[src/rtl/bcd_to_bin.sv]
// bcd_to_bin: sequential 4-digit BCD to 14-bit binary converter.
// Reverse double-dabble: each CONV cycle shifts the combined register right by
// one and subtracts 3 from every BCD nibble that reaches 8 or more. After 14
// shifts the low 14 bits hold the binary value.
//
// state | meaning
// IDLE  | waiting for start
// CONV  | shifting, one bit per clock (14 cycles)
// FIN   | one-cycle done pulse; out/error valid; start may be re-accepted here
module bcd_to_bin #(
    parameter int DIGITS = 4,
    parameter int WIDTH  = 14
) (
    input  logic             clock,
    input  logic             reset_n,
    input  logic             start,
    input  logic [3:0]       thuns,
    input  logic [3:0]       huns,
    input  logic [3:0]       tens,
    input  logic [3:0]       ones,
    output logic             busy,
    output logic             done,
    output logic             error,
    output logic [WIDTH-1:0] out
);

    localparam int SREG_W = 4 * DIGITS + WIDTH;

    typedef enum logic [1:0] {
        ST_IDLE = 2'd0,
        ST_CONV = 2'd1,
        ST_FIN  = 2'd2
    } state_t;

    state_t              state_q, state_d;
    logic [SREG_W-1:0]   sreg_q, sreg_d;
    logic [3:0]          cnt_q, cnt_d;
    logic [WIDTH-1:0]    out_q, out_d;
    logic                error_q, error_d;
    logic                busy_q, busy_d;
    logic                done_q, done_d;

    logic [SREG_W-1:0]   t_corr;
    logic                digit_bad;

    // One shift step: shift right, then correct every BCD nibble that is >= 8.
    always_comb begin
        t_corr = {1'b0, sreg_q[SREG_W-1:1]};
        for (int i = 0; i < DIGITS; i++) begin
            if (t_corr[WIDTH + 4*i +: 4] >= 4'd8) begin
                t_corr[WIDTH + 4*i +: 4] = t_corr[WIDTH + 4*i +: 4] - 4'd3;
            end
        end
    end

    // Any nibble above 9 makes the request invalid; no conversion is run.
    always_comb begin
        digit_bad = (thuns > 4'd9) | (huns > 4'd9) | (tens > 4'd9) | (ones > 4'd9);
    end

    // Next-state and datapath updates.
    always_comb begin
        state_d = state_q;
        sreg_d  = sreg_q;
        cnt_d   = cnt_q;
        out_d   = out_q;
        error_d = error_q;

        case (state_q)
            ST_IDLE, ST_FIN: begin
                state_d = ST_IDLE;
                if (start) begin
                    if (digit_bad) begin
                        state_d = ST_FIN;
                        error_d = 1'b1;
                        out_d   = '0;
                    end else begin
                        state_d = ST_CONV;
                        sreg_d  = {thuns, huns, tens, ones, {WIDTH{1'b0}}};
                        cnt_d   = 4'(WIDTH);
                        error_d = 1'b0;
                    end
                end
            end
            ST_CONV: begin
                // start is ignored while converting
                sreg_d = t_corr;
                cnt_d  = cnt_q - 4'd1;
                if (cnt_q == 4'd1) begin
                    out_d   = t_corr[WIDTH-1:0];
                    state_d = ST_FIN;
                end
            end
            default: begin
                state_d = ST_IDLE;
            end
        endcase

        // Status flags are registered so they change in step with the state.
        busy_d = (state_d == ST_CONV);
        done_d = (state_d == ST_FIN);
    end

    // State, datapath and status registers; reset aborts any conversion.
    always_ff @(posedge clock or negedge reset_n) begin
        if (!reset_n) begin
            state_q <= ST_IDLE;
            sreg_q  <= '0;
            cnt_q   <= '0;
            out_q   <= '0;
            error_q <= 1'b0;
            busy_q  <= 1'b0;
            done_q  <= 1'b0;
        end else begin
            state_q <= state_d;
            sreg_q  <= sreg_d;
            cnt_q   <= cnt_d;
            out_q   <= out_d;
            error_q <= error_d;
            busy_q  <= busy_d;
            done_q  <= done_d;
        end
    end

    assign busy  = busy_q;
    assign done  = done_q;
    assign error = error_q;
    assign out   = out_q;

endmodule
[config.mk]
export PLATFORM = sky130hd
export DESIGN_NAME = bcd_to_bin
export DESIGN_NICKNAME = d
export VERILOG_FILES = /design/src/rtl/bcd_to_bin.sv
export SDC_FILE = /design/constraint.sdc
export NUM_CORES = 1
export LEC_CHECK = 0
export CAP_MARGIN = 10
export CELL_PAD_IN_SITES_DETAIL_PLACEMENT = 0
export CELL_PAD_IN_SITES_GLOBAL_PLACEMENT = 1
export CORE_MARGIN = 3
export CORE_UTILIZATION = 38
export DETAILED_ROUTE_END_ITERATION = 8
export MAX_ROUTING_LAYER = met4
export PLACE_DENSITY = 0.83
export SLEW_MARGIN = 0
export SYNTH_ARGS = -nofsm -noshare
export SYNTH_HDL_FRONTEND = slang
export SYNTH_SLANG_ARGS = --single-unit
export TNS_END_PERCENT = 30
[constraint.sdc]
create_clock -name clock -period 1.5 [get_ports clock]
set_input_delay 0.225 -clock clock [delete_from_list [all_inputs] [get_ports clock]]
set_output_delay 0.225 -clock clock [all_outputs]
set_load 0.02 [all_outputs]
==> results.md <==
* Status: finished with violations
* Violations in the final reports: setup timing
* Site row count at 28
* Overall power of the completed layout at ~5200 µW
* Max transition margin at 69.6%
* Total Routed Length at ~5 mm
* Number of global-route vias before repair at 1773
* Clock Pin Slew Worst Setup and Hold Paths at about 90 ps
* Worst Hold Class: primary input to register
* Largest stage delay on the critical path at 410 ps
* Global-route wire length before repair at 8.80 mm
* Maximum fanout encountered on the critical timing path at 16
* Syn avg cell area at 11.7 µm²
* Count of yosys warnings during synthesis at 0
* Routed wire per std cell at 15.4 µm
* Number of different library cells in the post-synthesis netlist at 32
* Count of placed standard cells in the final layout, fillers left out at about 330
* Sinks on the clock net at 52
* Antenna viol nets, final at 0
* Tightest Pin Transition at between 400 and 500 ps
* Cell leakage power at 0.00156 µW
* Post-route cell area at ~3100 µm²
* Worst vdd rail ir drop at 0.000676 V
* Dpl cell area at between 2000 and 3000 µm²
* First-iteration detailed-routing DRC count at 104
* Setup Skew at 6.04 ps
* Setup Viol. Count Final at 14
* Horizontal die dimension at approximately 85 µm
* Iteration count of the initial detailed-routing pass at 4
* Portion of synthesized cell area occupied by the leading cell type at 54.4%
* Post-layout nets at 285
* Highest-delay cell along the critical path: or3b_4
* Data arrival time of the critical path at 1740 ps
* Crit. End Element: register
* Total Routing Usage GR at 15.4%
* Final critical-path required period at 1550 ps
* Cell type with the largest total area after synthesis: dfrtp_1
* H-tree depth at 2
* Synth-to-layout area growth at 30.4%
* Sequential share of the synthesized area at 54.4%
* Initial standard-cell utilization of the core at 39.7%
* Mean number of vias per cell at 5.29
* Post-route clock period utilization at 103%
* Initial antenna violation count at 0
* Post-synthesis instance area at 2390 µm²
* Filler instances at 554
* Max Transition Viols Final at 0
* Overflow left after global routing at 0
* Post-DP HPWL at roughly 3.5 mm
* Crit path required time at roughly 1700 ps
* Clock Tree Buf Depth at 2
* Maximum number of pins on one net before global-route repair at 35
* Post-route DRC at 0
* Final weighted congestion in routability-driven placement at 0.846
* Clock tree from TritonCTS: yes
* Post-Synthesis Cells at 205
* Port buffer count at 35
* Count of vias placed by the detailed router at approximately 1800
* Total of flip-flops plus latches after synthesis at 52
* Leading cell types by total area after synthesis: dfrtp_1, a22o_1, ha_1
* Cell chosen for the clock root: clkbuf_8
* Total die area at 7290 µm²
* # placed instances at about 330
* Layout cell share with drive strength beyond 1 at 18.1%
* Die boundary height at 85.4 µm
* Top-Level Pins at 36
* Reported max-cap violation count at 0
* Fmax at 646 MHz
* Worst-path cell chain: inv_2, ha_4, or3b_4, nor2_8, a21oi_4, a22o_1
* Areal power density over the cells at 1660 nW/µm²
* Kind of launch point of the worst setup path: register
* Total nets after synthesis at 232
* Unrepaired setup endpoints after global routing: yes
* Ant. Diodes at 0
* Number of hold violations in the final report at 0
* Number of buffers created by CTS at 5
* Area inside the core boundary at 6030 µm²
* Setup CP Type: register to register
* Worst Setup Slack, final at -49.0 ps
* Clk_lat worst skew at about 300 ps
flip-flops by register name (all words and copies together) (netlist names):
signal,flops
busy,1
error,1
sreg_q,29
out,14
state_q,2
cnt_q,4
done,1
synth_stat cells, drive strengths merged:
cell type and count:
nand2 7, o21ai 17, nor2 7, a221o 1, clkbuf 4, a211oi 1, and4 1, dfrtp 52
a22oi 11, nor2b 5, xor2 1, mux2i 2, o221ai 2, or3b 1, nor4 1, nand4 1
xnor2 7, o32ai 2, buf 11, a31oi 13, a22o 27, mux2 1, ha 8, nand2b 2
nand3 2, inv 11, a21oi 7
cells by family after synthesis:
logic type | count (synthesis) | share of synthesized area, %
AO/OA/AOI/OAI | 81 | 24.9
AND/OR/NAND/NOR | 27 | 6.74
adder cells (fa/ha/maj) | 8 | 4.18
buffers and inverters | 26 | 5.59
XOR/XNOR | 8 | 2.93
flip-flops | 52 | 54.4
multiplexers | 3 | 1.31
through the flow:
| stage | hold slack [ps] | util [%] | setup WS [ps] | TNS, ps |
|---|---|---|---|---|
| after floorplan | -70.6 | - | -56.1 | -449 |
| after CTS | 396 | 50.5 | -60.2 | -566 |
| after global routing | 336 | 51.8 | -130 | -1580 |
| after detailed placement | 196 | 49.0 | -441 | -15800 |
| final | 329 | 51.8 | -49.0 | -431 |
| after global placement | 195 | 49.0 | -405 | -14880 |
placed cells by master (no fill, tap or decap), drive strengths merged, types with 8 or more instances in the layout:
cell type      count
clkdlybuf4s50     11
a22o              27
ha                 8
o21ai             17
buf               26
a22oi             11
dlygate4sd2       13
a31oi             13
inv               11
dfrtp             52
dlymetal6s2s      10
cell type report:
cell class	count	area, µm²	area share (%)
timing repair buffer	61	584	18.7
multi-input combinational	127	1010	32.4
inverter	11	41.3	1.32
sequential	52	1300	41.7
clock buffer	6	72.6	2.32
tap	75	93.8	3.01
clock inverter	2	16.3	0.521
worst max-delay path, delay by kind of cell, from the launching register on:
family	cells	cell delay [ps]
DFF	1	400
and+or+nand+nor	2	530
buffers and inverters	1	80
AOI/OAI and AO/OA	2	310
adders and majority gates	1	110
worst paths after layout:
kind	startpoint	endpoint	slack, ps	depth (start not counted)
max reg2reg	cnt_q[1]$_DFFE_PN0P_	out[5]$_DFFE_PN0P_	-50	6
min reg2reg	out[11]$_DFFE_PN0P_	out[11]$_DFFE_PN0P_	490	1
min	thuns[1]	sreg_q[27]$_DFFE_PN0P_	330	3
min in group asynchronous	reset_n	out[7]$_DFFE_PN0P_	390	2
max in group asynchronous	reset_n	error$_DFFE_PN0P_	580	3
max	cnt_q[1]$_DFFE_PN0P_	out[5]$_DFFE_PN0P_	-50	6
repair_timing:
action	CTS	global route
hold buffers	1	0
pin swaps	3	7
gates resized for setup	19	16
hold endpoints to repair	18	0
setup endpoints to repair	43	49
setup buffers	1	1
layer usage:
metal,GRT usage (%),routed length [µm],vias to the layer above
li1,-,-,853
met1,22.2,2570,879
met2,22.3,2380,29
met3,2.62,110,7
met4,4.75,73,0
met5,-,0,-
power breakdown:
part / total, µW / internal [µW] / switching (µW) / leakage (µW)
clock: 791 / 333 / 458 / 0.0000414
sequential: 2310 / 1880 / 432 / 0.000659
combinational: 2080 / 1060 / 1020 / 0.000863
(Power assumes the default switching activity.)
==> edit (same settings) <==
Set the parameter `WIDTH` to 18 (it was 14).
--- a/src/rtl/bcd_to_bin.sv
+++ b/src/rtl/bcd_to_bin.sv
@@ -10,5 +10,5 @@
 module bcd_to_bin #(
     parameter int DIGITS = 4,
-    parameter int WIDTH  = 14
+    parameter int WIDTH  = 18
 ) (
     input  logic             clock,
Interface: changed (resized out); port bits go from 36 to 40. No check against the original RTL was run, so the function may have changed too.
==> edit against the original RTL <==
- routed wire length increased by 12%
- final area increased by 13%
- first-iteration DRC count decreased by 17%
- sequential cell count increased by 8
- worst setup slack improved by 0.087 ns
- highest routed layer unchanged
- critical endpoint is now out[15]
- area after synthesis increased by 12%
- total power decreased by 2.6%
- non-clock buffer count increased by 12
- clock skew about the same
==> edit: results (changes against the original RTL) <==
[layout]
buf_share_pct = 18.5  ; was 18.7%
nClkBuffers = 11  ; was 6
regArea_um2 = 1500  ; was 1300 um2
stdcell_area_um2 = 3510  ; was 3120 um2
multi_input_area_um2 = 1040  ; was 1010 um2
largest_register = sreg_q  ; unchanged
signal_buffers = 73  ; was 61
nets = 317  ; was 285
largest_reg_flops = 33  ; was 29
final_layout_size_suffix_gt1_share_pct = 21.2  ; was 18.1%
n_all_inverters = 12  ; was 11
nFillCells = 602  ; was 554
final_util_pct = 53.5  ; was 51.8%
multi_input_gates = 134  ; was 127
clock_area_share_pct = 4.45  ; was 2.85%

[clock_network]
clkSlewWorstSetupHoldPaths_ns = 0.06  ; was 0.09 ns
insertion_delay_ns = 0.33  ; was 0.30 ns
cts.sinks = 60  ; was 52
cts_max_level = 3  ; was 2
cts_made_buffers = 9  ; was 5

[power]
ir_drop_v = 0.000780  ; was 0.000676 V
netSwitchingPower_uw = 1630  ; was 1910 uW
power.internal_uw = 3420  ; was 3270 uW
p_leak_uw = 0.00174  ; was 0.00156 uW
power.share.clock_pct = 23.5  ; was 15.3%

[logic_synthesis]
ys_seq_area_share_pct = 56.2  ; was 54.4%
ys_warn_count = 0  ; unchanged
yosysUniqueCellTypes = 39  ; was 32
synth_compound_area_share_pct = 24.3  ; was 24.9%
ys_top_cells_by_count = dfrtp_1, a22o_1, o21ai_0  ; was dfrtp_1, a22o_1, a31oi_1, o21ai_0
synth_nets = 249  ; was 232
synth.area.mux_share_pct = 1.55  ; was 1.31%
synth-xor-area-share_pct = 2.30  ; was 2.93%
yosys.area_share.adder_pct = 3.75  ; was 4.18%
synth_area_leaders = dfrtp_1, a22o_1, ha_1  ; unchanged
postSynthCellCount = 222  ; was 205

[status]
status = finished clean  ; was finished with violations

[worst_setup_path]
cp.arrival_ns = 1.68  ; was 1.74 ns
slowest_delay_ns = 0.38  ; was 0.41 ns
cpMaxStageDelayCell = dfrtp_1  ; was or3b_4
cp_top_family = flip-flops  ; was simple AND/OR/NAND/NOR gates
crit_fanout = 20  ; was 16

[drt]
via_count = 1958  ; was 1768
wl_um = 5760  ; was 5140 um
wire_per_inst_um = 14.9  ; was 15.4 um

[place]
port_buffers = 39  ; was 35
placed_cells = 370  ; was 325
gp_congestion = 0.799  ; was 0.846
dpl.hpwl_um = 3990  ; was 3520 um
place_ws_ns = -0.323  ; was -0.441 ns
placed_area_um2 = 3340  ; was 2960 um2

[global_routing]
antenna_found_initial = 0  ; unchanged
grtUsageTotal_pct = 15.6  ; was 15.4%
grt_max_degree = 61  ; was 35
grt_pass1_vias = 1975  ; was 1773
grt_first_pass_wirelength_um = 9950  ; was 8800 um

[sta]
skew_ns = 0.00618  ; was 0.00604 ns

[min_path]
hold_path_class = in -> async  ; was in -> reg

[edit: worst paths after layout]
path / from / end / slack, ns / cells after the start
max: cnt_q[1] / out[15] / 0.04 / 7
min: reset_n / sreg_q[24] / 0.41 / 3
max reg2reg: cnt_q[1] / out[15] / 0.04 / 7
min reg2reg: out[9] / out[9] / 0.49 / 1
max in group asynchronous: reset_n / state_q[1] / 0.81 / 3
min in group clock: out[9] / out[9] / 0.49 / 1
[edit: routing by layer]
metal | wire length (um) | GRT usage [%] | vias up
met4 | 57 | 4.98 | 0
met5 | 0 | - | -
met2 | 2830 | 24.0 | 36
met3 | 208 | 4.17 | 4
li1 | - | - | 949
met1 | 2660 | 20.4 | 969
[edit: what timing repair did]
item                                    CTS  global route
cloned                                    0             0
endpoints found under the setup margin   31            36
setup buffers                             0             1
hold buffers                              1             0
hold endpoints to repair                 60             0
resized for setup                        20             6
